File: src/rtl/apb_cmd_master_if.sv
// Command/response and APB requester signal bundle for apb_cmd_master.
// The master modport is the block's view; slave is the command source plus APB completer.
interface apb_cmd_master_if;
    logic        cmd_valid;
    logic        cmd_ready;
    logic        cmd_write;
    logic [31:0] cmd_addr;
    logic [31:0] cmd_wdata;

    logic        rsp_valid;
    logic        rsp_ready;
    logic [31:0] rsp_rdata;
    logic        rsp_err;
    logic        rsp_timeout;

    logic        psel;
    logic        penable;
    logic        pwrite;
    logic [31:0] paddr;
    logic [31:0] pwdata;
    logic        pready;
    logic        pslverr;
    logic [31:0] prdata;

    logic        busy;

    modport master (
        input  cmd_valid, cmd_write, cmd_addr, cmd_wdata,
        output cmd_ready,
        output rsp_valid, rsp_rdata, rsp_err, rsp_timeout,
        input  rsp_ready,
        output psel, penable, pwrite, paddr, pwdata,
        input  pready, pslverr, prdata,
        output busy
    );

    modport slave (
        output cmd_valid, cmd_write, cmd_addr, cmd_wdata,
        input  cmd_ready,
        input  rsp_valid, rsp_rdata, rsp_err, rsp_timeout,
        output rsp_ready,
        input  psel, penable, pwrite, paddr, pwdata,
        output pready, pslverr, prdata,
        input  busy
    );
endinterface

File: src/rtl/apb_cmd_master.sv
// Single-outstanding command to APB requester with wait-state timeout abort.
// Latency: accept, SETUP, ACCESS (+waits), RESP; no new command until the response handshake.
module apb_cmd_master #(
    parameter int unsigned TIMEOUT = 16
) (
    input  logic             pclk,
    input  logic             presetn,
    apb_cmd_master_if.master bus
);

    localparam int unsigned    CW      = (TIMEOUT < 2) ? 1 : $clog2(TIMEOUT + 1);
    localparam bit             TO_EN   = (TIMEOUT != 0);
    localparam logic [CW-1:0]  TO_MAX  = CW'(TIMEOUT);
    localparam logic [CW-1:0]  TO_LAST = CW'(TIMEOUT - 1);

    typedef enum logic [1:0] {IDLE, SETUP, ACCESS, RESP} state_t;

    state_t          state_q, state_d;
    logic            wr_q, wr_d;
    logic [31:0]     addr_q, addr_d;
    logic [31:0]     wdata_q, wdata_d;
    logic [31:0]     rsp_rdata_q, rsp_rdata_d;
    logic            rsp_err_q, rsp_err_d;
    logic            rsp_to_q, rsp_to_d;
    logic [CW-1:0]   wait_q, wait_d;

    logic            accept;
    logic            complete;
    logic            abort;

    assign accept   = (state_q == IDLE) && bus.cmd_valid;
    assign complete = (state_q == ACCESS) && bus.pready;
    // pready wins over an expiring counter on the same cycle
    assign abort    = TO_EN && (state_q == ACCESS) && !bus.pready && (wait_q == TO_LAST);

    always_ff @(posedge pclk) begin
        if (!presetn) begin
            state_q <= IDLE;
        end else begin
            state_q <= state_d;
        end
    end

    always_comb begin
        state_d = state_q;
        case (state_q)
            IDLE:    if (bus.cmd_valid) state_d = SETUP;
            SETUP:   state_d = ACCESS;
            ACCESS:  if (complete || abort) state_d = RESP;
            RESP:    if (bus.rsp_ready) state_d = IDLE;
            default: state_d = IDLE;
        endcase
    end

    always_comb begin
        bus.cmd_ready = (state_q == IDLE);
        bus.psel      = (state_q == SETUP) || (state_q == ACCESS);
        bus.penable   = (state_q == ACCESS);
        bus.rsp_valid = (state_q == RESP);
        bus.busy      = (state_q != IDLE);
    end

    always_comb begin
        wr_d        = wr_q;
        addr_d      = addr_q;
        wdata_d     = wdata_q;
        rsp_rdata_d = rsp_rdata_q;
        rsp_err_d   = rsp_err_q;
        rsp_to_d    = rsp_to_q;
        wait_d      = wait_q;

        if (accept) begin
            wr_d    = bus.cmd_write;
            addr_d  = bus.cmd_addr;
            wdata_d = bus.cmd_wdata;
        end

        if (state_q == SETUP) begin
            wait_d = '0;
        end else if ((state_q == ACCESS) && !bus.pready && (wait_q != TO_MAX)) begin
            wait_d = wait_q + 1'b1;
        end

        if (complete) begin
            rsp_rdata_d = wr_q ? 32'h0 : bus.prdata;
            rsp_err_d   = bus.pslverr;
            rsp_to_d    = 1'b0;
        end else if (abort) begin
            rsp_rdata_d = 32'h0;
            rsp_err_d   = 1'b1;
            rsp_to_d    = 1'b1;
        end
    end

    always_ff @(posedge pclk) begin
        if (!presetn) begin
            wr_q        <= 1'b0;
            addr_q      <= '0;
            wdata_q     <= '0;
            rsp_rdata_q <= '0;
            rsp_err_q   <= 1'b0;
            rsp_to_q    <= 1'b0;
            wait_q      <= '0;
        end else begin
            wr_q        <= wr_d;
            addr_q      <= addr_d;
            wdata_q     <= wdata_d;
            rsp_rdata_q <= rsp_rdata_d;
            rsp_err_q   <= rsp_err_d;
            rsp_to_q    <= rsp_to_d;
            wait_q      <= wait_d;
        end
    end

    assign bus.pwrite      = wr_q;
    assign bus.paddr       = addr_q;
    assign bus.pwdata      = wdata_q;
    assign bus.rsp_rdata   = rsp_rdata_q;
    assign bus.rsp_err     = rsp_err_q;
    assign bus.rsp_timeout = rsp_to_q;

endmodule
File: src/flat_wrapper.sv
// flat-port wrapper written by rule: the top's interface ports become plain ports
module apb_cmd_master_flat 
#(
    parameter int unsigned TIMEOUT = 16
)
  (pclk, presetn, bus_cmd_valid, bus_cmd_write, bus_cmd_addr, bus_cmd_wdata, bus_cmd_ready, bus_rsp_valid, bus_rsp_rdata, bus_rsp_err, bus_rsp_timeout, bus_rsp_ready, bus_psel, bus_penable, bus_pwrite, bus_paddr, bus_pwdata, bus_pready, bus_pslverr, bus_prdata, bus_busy);
  apb_cmd_master_if bus_i ();
  input  logic pclk;
  input  logic presetn;
  input wire logic [$bits(bus_i.cmd_valid)-1:0] bus_cmd_valid;
  input wire logic [$bits(bus_i.cmd_write)-1:0] bus_cmd_write;
  input wire logic [$bits(bus_i.cmd_addr)-1:0] bus_cmd_addr;
  input wire logic [$bits(bus_i.cmd_wdata)-1:0] bus_cmd_wdata;
  output wire logic [$bits(bus_i.cmd_ready)-1:0] bus_cmd_ready;
  output wire logic [$bits(bus_i.rsp_valid)-1:0] bus_rsp_valid;
  output wire logic [$bits(bus_i.rsp_rdata)-1:0] bus_rsp_rdata;
  output wire logic [$bits(bus_i.rsp_err)-1:0] bus_rsp_err;
  output wire logic [$bits(bus_i.rsp_timeout)-1:0] bus_rsp_timeout;
  input wire logic [$bits(bus_i.rsp_ready)-1:0] bus_rsp_ready;
  output wire logic [$bits(bus_i.psel)-1:0] bus_psel;
  output wire logic [$bits(bus_i.penable)-1:0] bus_penable;
  output wire logic [$bits(bus_i.pwrite)-1:0] bus_pwrite;
  output wire logic [$bits(bus_i.paddr)-1:0] bus_paddr;
  output wire logic [$bits(bus_i.pwdata)-1:0] bus_pwdata;
  input wire logic [$bits(bus_i.pready)-1:0] bus_pready;
  input wire logic [$bits(bus_i.pslverr)-1:0] bus_pslverr;
  input wire logic [$bits(bus_i.prdata)-1:0] bus_prdata;
  output wire logic [$bits(bus_i.busy)-1:0] bus_busy;
  assign bus_i.cmd_valid = bus_cmd_valid;
  assign bus_i.cmd_write = bus_cmd_write;
  assign bus_i.cmd_addr = bus_cmd_addr;
  assign bus_i.cmd_wdata = bus_cmd_wdata;
  assign bus_cmd_ready = bus_i.cmd_ready;
  assign bus_rsp_valid = bus_i.rsp_valid;
  assign bus_rsp_rdata = bus_i.rsp_rdata;
  assign bus_rsp_err = bus_i.rsp_err;
  assign bus_rsp_timeout = bus_i.rsp_timeout;
  assign bus_i.rsp_ready = bus_rsp_ready;
  assign bus_psel = bus_i.psel;
  assign bus_penable = bus_i.penable;
  assign bus_pwrite = bus_i.pwrite;
  assign bus_paddr = bus_i.paddr;
  assign bus_pwdata = bus_i.pwdata;
  assign bus_i.pready = bus_pready;
  assign bus_i.pslverr = bus_pslverr;
  assign bus_i.prdata = bus_prdata;
  assign bus_busy = bus_i.busy;
  apb_cmd_master #(.TIMEOUT(TIMEOUT)) u_core (.pclk(pclk), .presetn(presetn), .bus(bus_i));
endmodule
File: config.mk
export PLATFORM = sky130hd
export DESIGN_NAME = apb_cmd_master_flat
export DESIGN_NICKNAME = d
export VERILOG_FILES = /design/src/rtl/apb_cmd_master_if.sv /design/src/rtl/apb_cmd_master.sv /design/src/flat_wrapper.sv
export SDC_FILE = /design/constraint.sdc
export NUM_CORES = 1
export LEC_CHECK = 0
export CORE_MARGIN = 5
export CORE_UTILIZATION = 43
export DETAILED_ROUTE_END_ITERATION = 8
export GPL_TIMING_DRIVEN = 0
export PLACE_DENSITY = 0.85
export SLEW_MARGIN = 20
export SYNTH_ARGS = -nofsm -noshare
export SYNTH_HDL_FRONTEND = slang
export SYNTH_SLANG_ARGS = --single-unit
File: constraint.sdc
create_clock -name pclk -period 3.7 [get_ports pclk]
set_input_delay 0.925 -clock pclk [delete_from_list [all_inputs] [get_ports pclk]]
set_output_delay 0.925 -clock pclk [all_outputs]
set_load 0.05 [all_outputs]
==> impl_summary.txt <==
----------------------------------------------------
[Floorplanning]
  Die width ... 107 microns
  Placeable core region ... 0.00920 sq mm
  Initial Util ... 0.440
  Total number of placement rows ... 35
  Number of top-level design ports ... 207
  Die area ... 0.0115 sq mm
  Die Y-Extent ... between 100 and 150 microns

[Yosys]
  Part of the Yosys area used for sequential elements ... 0.524
  Area leader, netlist ... sky130_fd_sc_hd__dfxtp_1
  Top cell types by occurrence after synthesis ... sky130_fd_sc_hd__nand2_1, sky130_fd_sc_hd__dfxtp_1, sky130_fd_sc_hd__a21boi_0
  Post-synthesis sequential element count ... around 110
  Fraction of synthesized cell area taken by the top area cell type ... 0.524
  Synthesized instance count ... 449
  Post-synth design cell area ... roughly 0.004 sq mm
  Most area-consuming cells after synthesis ... sky130_fd_sc_hd__dfxtp_1, sky130_fd_sc_hd__nand2_1, sky130_fd_sc_hd__a21boi_0
  Mapped Nets ... 559
  Warnings, synthesis ... 0
  Mean instance size in the synthesized netlist ... 9.02 sq um
  Share of synthesized registers carrying an async set or reset ... 0
  Number of synthesized flops with an enable pin ... 0
  Most frequent cell after synthesis ... sky130_fd_sc_hd__nand2_1
  Dominant register cell in the synthesized netlist ... sky130_fd_sc_hd__dfxtp_1
  Synth unique cells ... 29

[Layout]
  NumNets Final ... 776
  Fraction of layout cells with a size suffix above 1 ... 0.0522
  Design Area, Final ... 0.00644 sq mm
  Antenna Cells ... 0
  Layout overhead on the synthesized area ... 58.9%

[Routing]
  DRC violation total after the first TritonRoute iteration ... around 150
  Total vias in the final route ... 3826
  Pre-antenna DRT Iters ... 4
  Antenna Violating Nets Remaining ... 0
  Number of DRC violations after detailed routing ... 0
  Via-per-instance ratio ... 4.90
  Post-Route WL ... roughly 12000 microns
  Routed wirelength normalized by instance count ... 15.4 microns

[Run status]
  Result of the run ... finished, final reports clean

[Global route]
  Total GRT Usage ... 0.201
  Largest net degree at the start of global routing ... 17
  Via count of the first global-routing pass ... 3857
  Wire length of the first global-routing pass ... 18400 microns
  Overall overflow remaining after global route ... 0
  Initial antenna violation count ... 0

[STA]
  Final setup margin ... about 0.74 ns
  Final Setup Violations ... 0
  Setup repair after global routing missed its margin ... no
  Post-layout min period ... 2.96 ns
  Period Utilization, post-route ... 0.801
  Number of max-slew violations in the final report ... 0
  Setup Skew ... 0.0189 ns
  Hold violation total from the final report ... 0
  Transition time at the pin with the least slew margin ... 0.550 ns
  Fmax ... 0.338 GHz
  Sum of negative setup slack ... 0 ns
  Worst slew margin relative to its limit ... 0.632

[Clock network]
  Clock Sink Count ... 106
  Clock-pin slew on the worst setup and hold paths ... 0.10 ns
  Skew-Pair Late Insertion Delay ... 0.35 ns
  Clock buffers created by TritonCTS ... 9
  H-Tree Level Count ... 3
  Gates resized, CTS repair ... 0
  CTS root buffer ... sky130_fd_sc_hd__clkbuf_8
  Clock tree from TritonCTS ... yes
  Buffers inserted during post-CTS setup optimization ... 0
  Hold Buf Count CTS ... 0
  Maximum clock insertion buffer count ... 2

[Setup path]
  CP arrival ... 2.04 ns
  CP Data Required Time ... 2.77 ns
  Crit Path Class ... flip-flop to output port
  Critical Path Slowest Stage Cell ... sky130_fd_sc_hd__clkdlybuf4s50_1
  Max stage delay on crit path ... slightly above 0.8 ns
  Cell-by-cell listing of the critical path ... inv_1, ha_1, inv_1, clkdlybuf4s50_1
  Highest net fanout along the worst path ... 5
  Dominant cell type by count on the critical path ... sky130_fd_sc_hd__inv_1
  CP startpoint kind ... flip-flop
  Endpoint type of the worst setup path ... output port

[Power]
  Clock network fraction of total power ... 0.172
  Switching power as a share of total power ... 0.427
  Cell-internal power ... 0.00230 W
  Proportion of power drawn by flip-flops and latches ... 0.355
  Combinational power share ... 0.473
  Total chip power ... 0.00401 W
  Power per unit of standard cell area ... 623 mW/mm^2
  Worst vdd ir ... 0.000394 V
  Power dissipated by switching net loads ... 0.00171 W
  Standby leakage power ... between 2 and 2.5 nW

[Place]
  Worst setup timing slack at the placement stage ... 1.15 ns
  Port Buf Inserts ... 206
  Gp weighted congestion ... 0.797
  Detailed placement HPWL ... 9490 microns
  Post-detailed-placement cell area ... 0.00625 sq mm

[Run]
  Max cap viols ... 0

[Hold path]
  Hold Path Class ... flip-flop to flip-flop

----------------------------------------------------
-- critical path, delay by kind of cell, from the launching register on --
kind,cells,cell delay [ns]
adder cells (fa/ha/maj),1,0.26
buffers and inverters,3,1.00
flip-flops,1,0.42
-- cell usage in the layout, fill, tap and decap left out, types with 7 or more instances in the layout --
master,count
sky130_fd_sc_hd__nor2b_1,34
sky130_fd_sc_hd__nand2_1,137
sky130_fd_sc_hd__a21boi_0,65
sky130_fd_sc_hd__inv_1,7
sky130_fd_sc_hd__clkbuf_1,13
sky130_fd_sc_hd__buf_2,15
sky130_fd_sc_hd__ha_1,7
sky130_fd_sc_hd__clkbuf_8,9
sky130_fd_sc_hd__dfxtp_1,106
sky130_fd_sc_hd__clkdlybuf4s50_1,206
sky130_fd_sc_hd__a22oi_1,32
-- cell type report --
type / instances / area, sq um
buffer: 32 / 165
clock buffer: 11 / 131
clock inverter: 4 / 53.8
fill: 738 / 2760
inverter: 7 / 26.3
multi-input combinational: 304 / 1740
sequential: 106 / 2120
tap: 111 / 139
timing repair buffer: 206 / 2060
-- final timing paths --
kind                                                 end               start  cells after the start  slack (ns)
worst max-delay path                            bus_busy   u_core.state_q[0]                      4        0.74
worst min-delay path                  u_core.bus.rsp_err  u_core.bus.rsp_err                      2        0.45
worst max register to register  u_core.bus.rsp_rdata[31]    u_core.wait_q[0]                      7        1.77
worst min register to register        u_core.bus.rsp_err  u_core.bus.rsp_err                      2        0.45
-- power by group through the flow --
stage	clock network, W	registers (W)	logic (W)
finish	0.000691	0.00143	0.00190
global route	0.000751	0.00145	0.00202
CTS	0.000708	0.00143	0.00192
detailed placement	0	0.00145	0.00191
global placement	0	0.00144	0.00188
floorplan	0	0.00203	0.000654
-- state kept, by name (all words and copies together), names as in the netlist --
register                flops
u_core.bus.paddr           32
u_core.bus.pwdata          32
u_core.bus.rsp_rdata       32
u_core.wait_q               5
u_core.state_q              2
u_core.bus.pwrite           1
u_core.bus.rsp_err          1
u_core.bus.rsp_timeout      1
-- cell families after synthesis --
group                      count (synthesis)  share of synthesized area
AOI/OAI and AO/OA                        110                      0.200
adders and majority gates                  7                     0.0216
buffers and inverters                     39                     0.0473
DFF                                      106                      0.524
muxes                                      2                    0.00494
and+or+nand+nor                          185                      0.203
-- stage by stage --
step	hold WS [ns]	cells	utilization
2_1_floorplan	0.462	449	-
4_1_cts	0.449	781	0.700
3_3_place_gp	0.436	766	0.680
3_5_place_dp	0.435	766	0.680
6_report	0.448	781	0.700
5_1_grt	0.487	781	0.700
-- routing by layer --
metal / track usage / vias up / routed length [microns]
met2: 0.367 / 151 / 5940
met1: 0.219 / 1740 / 4830
met3: 0.0710 / 11 / 1090
met4: 0.0539 / 0 / 153
li1: - / 1924 / -
met5: 0 / - / 0
Power figures use the tool's default switching activity.
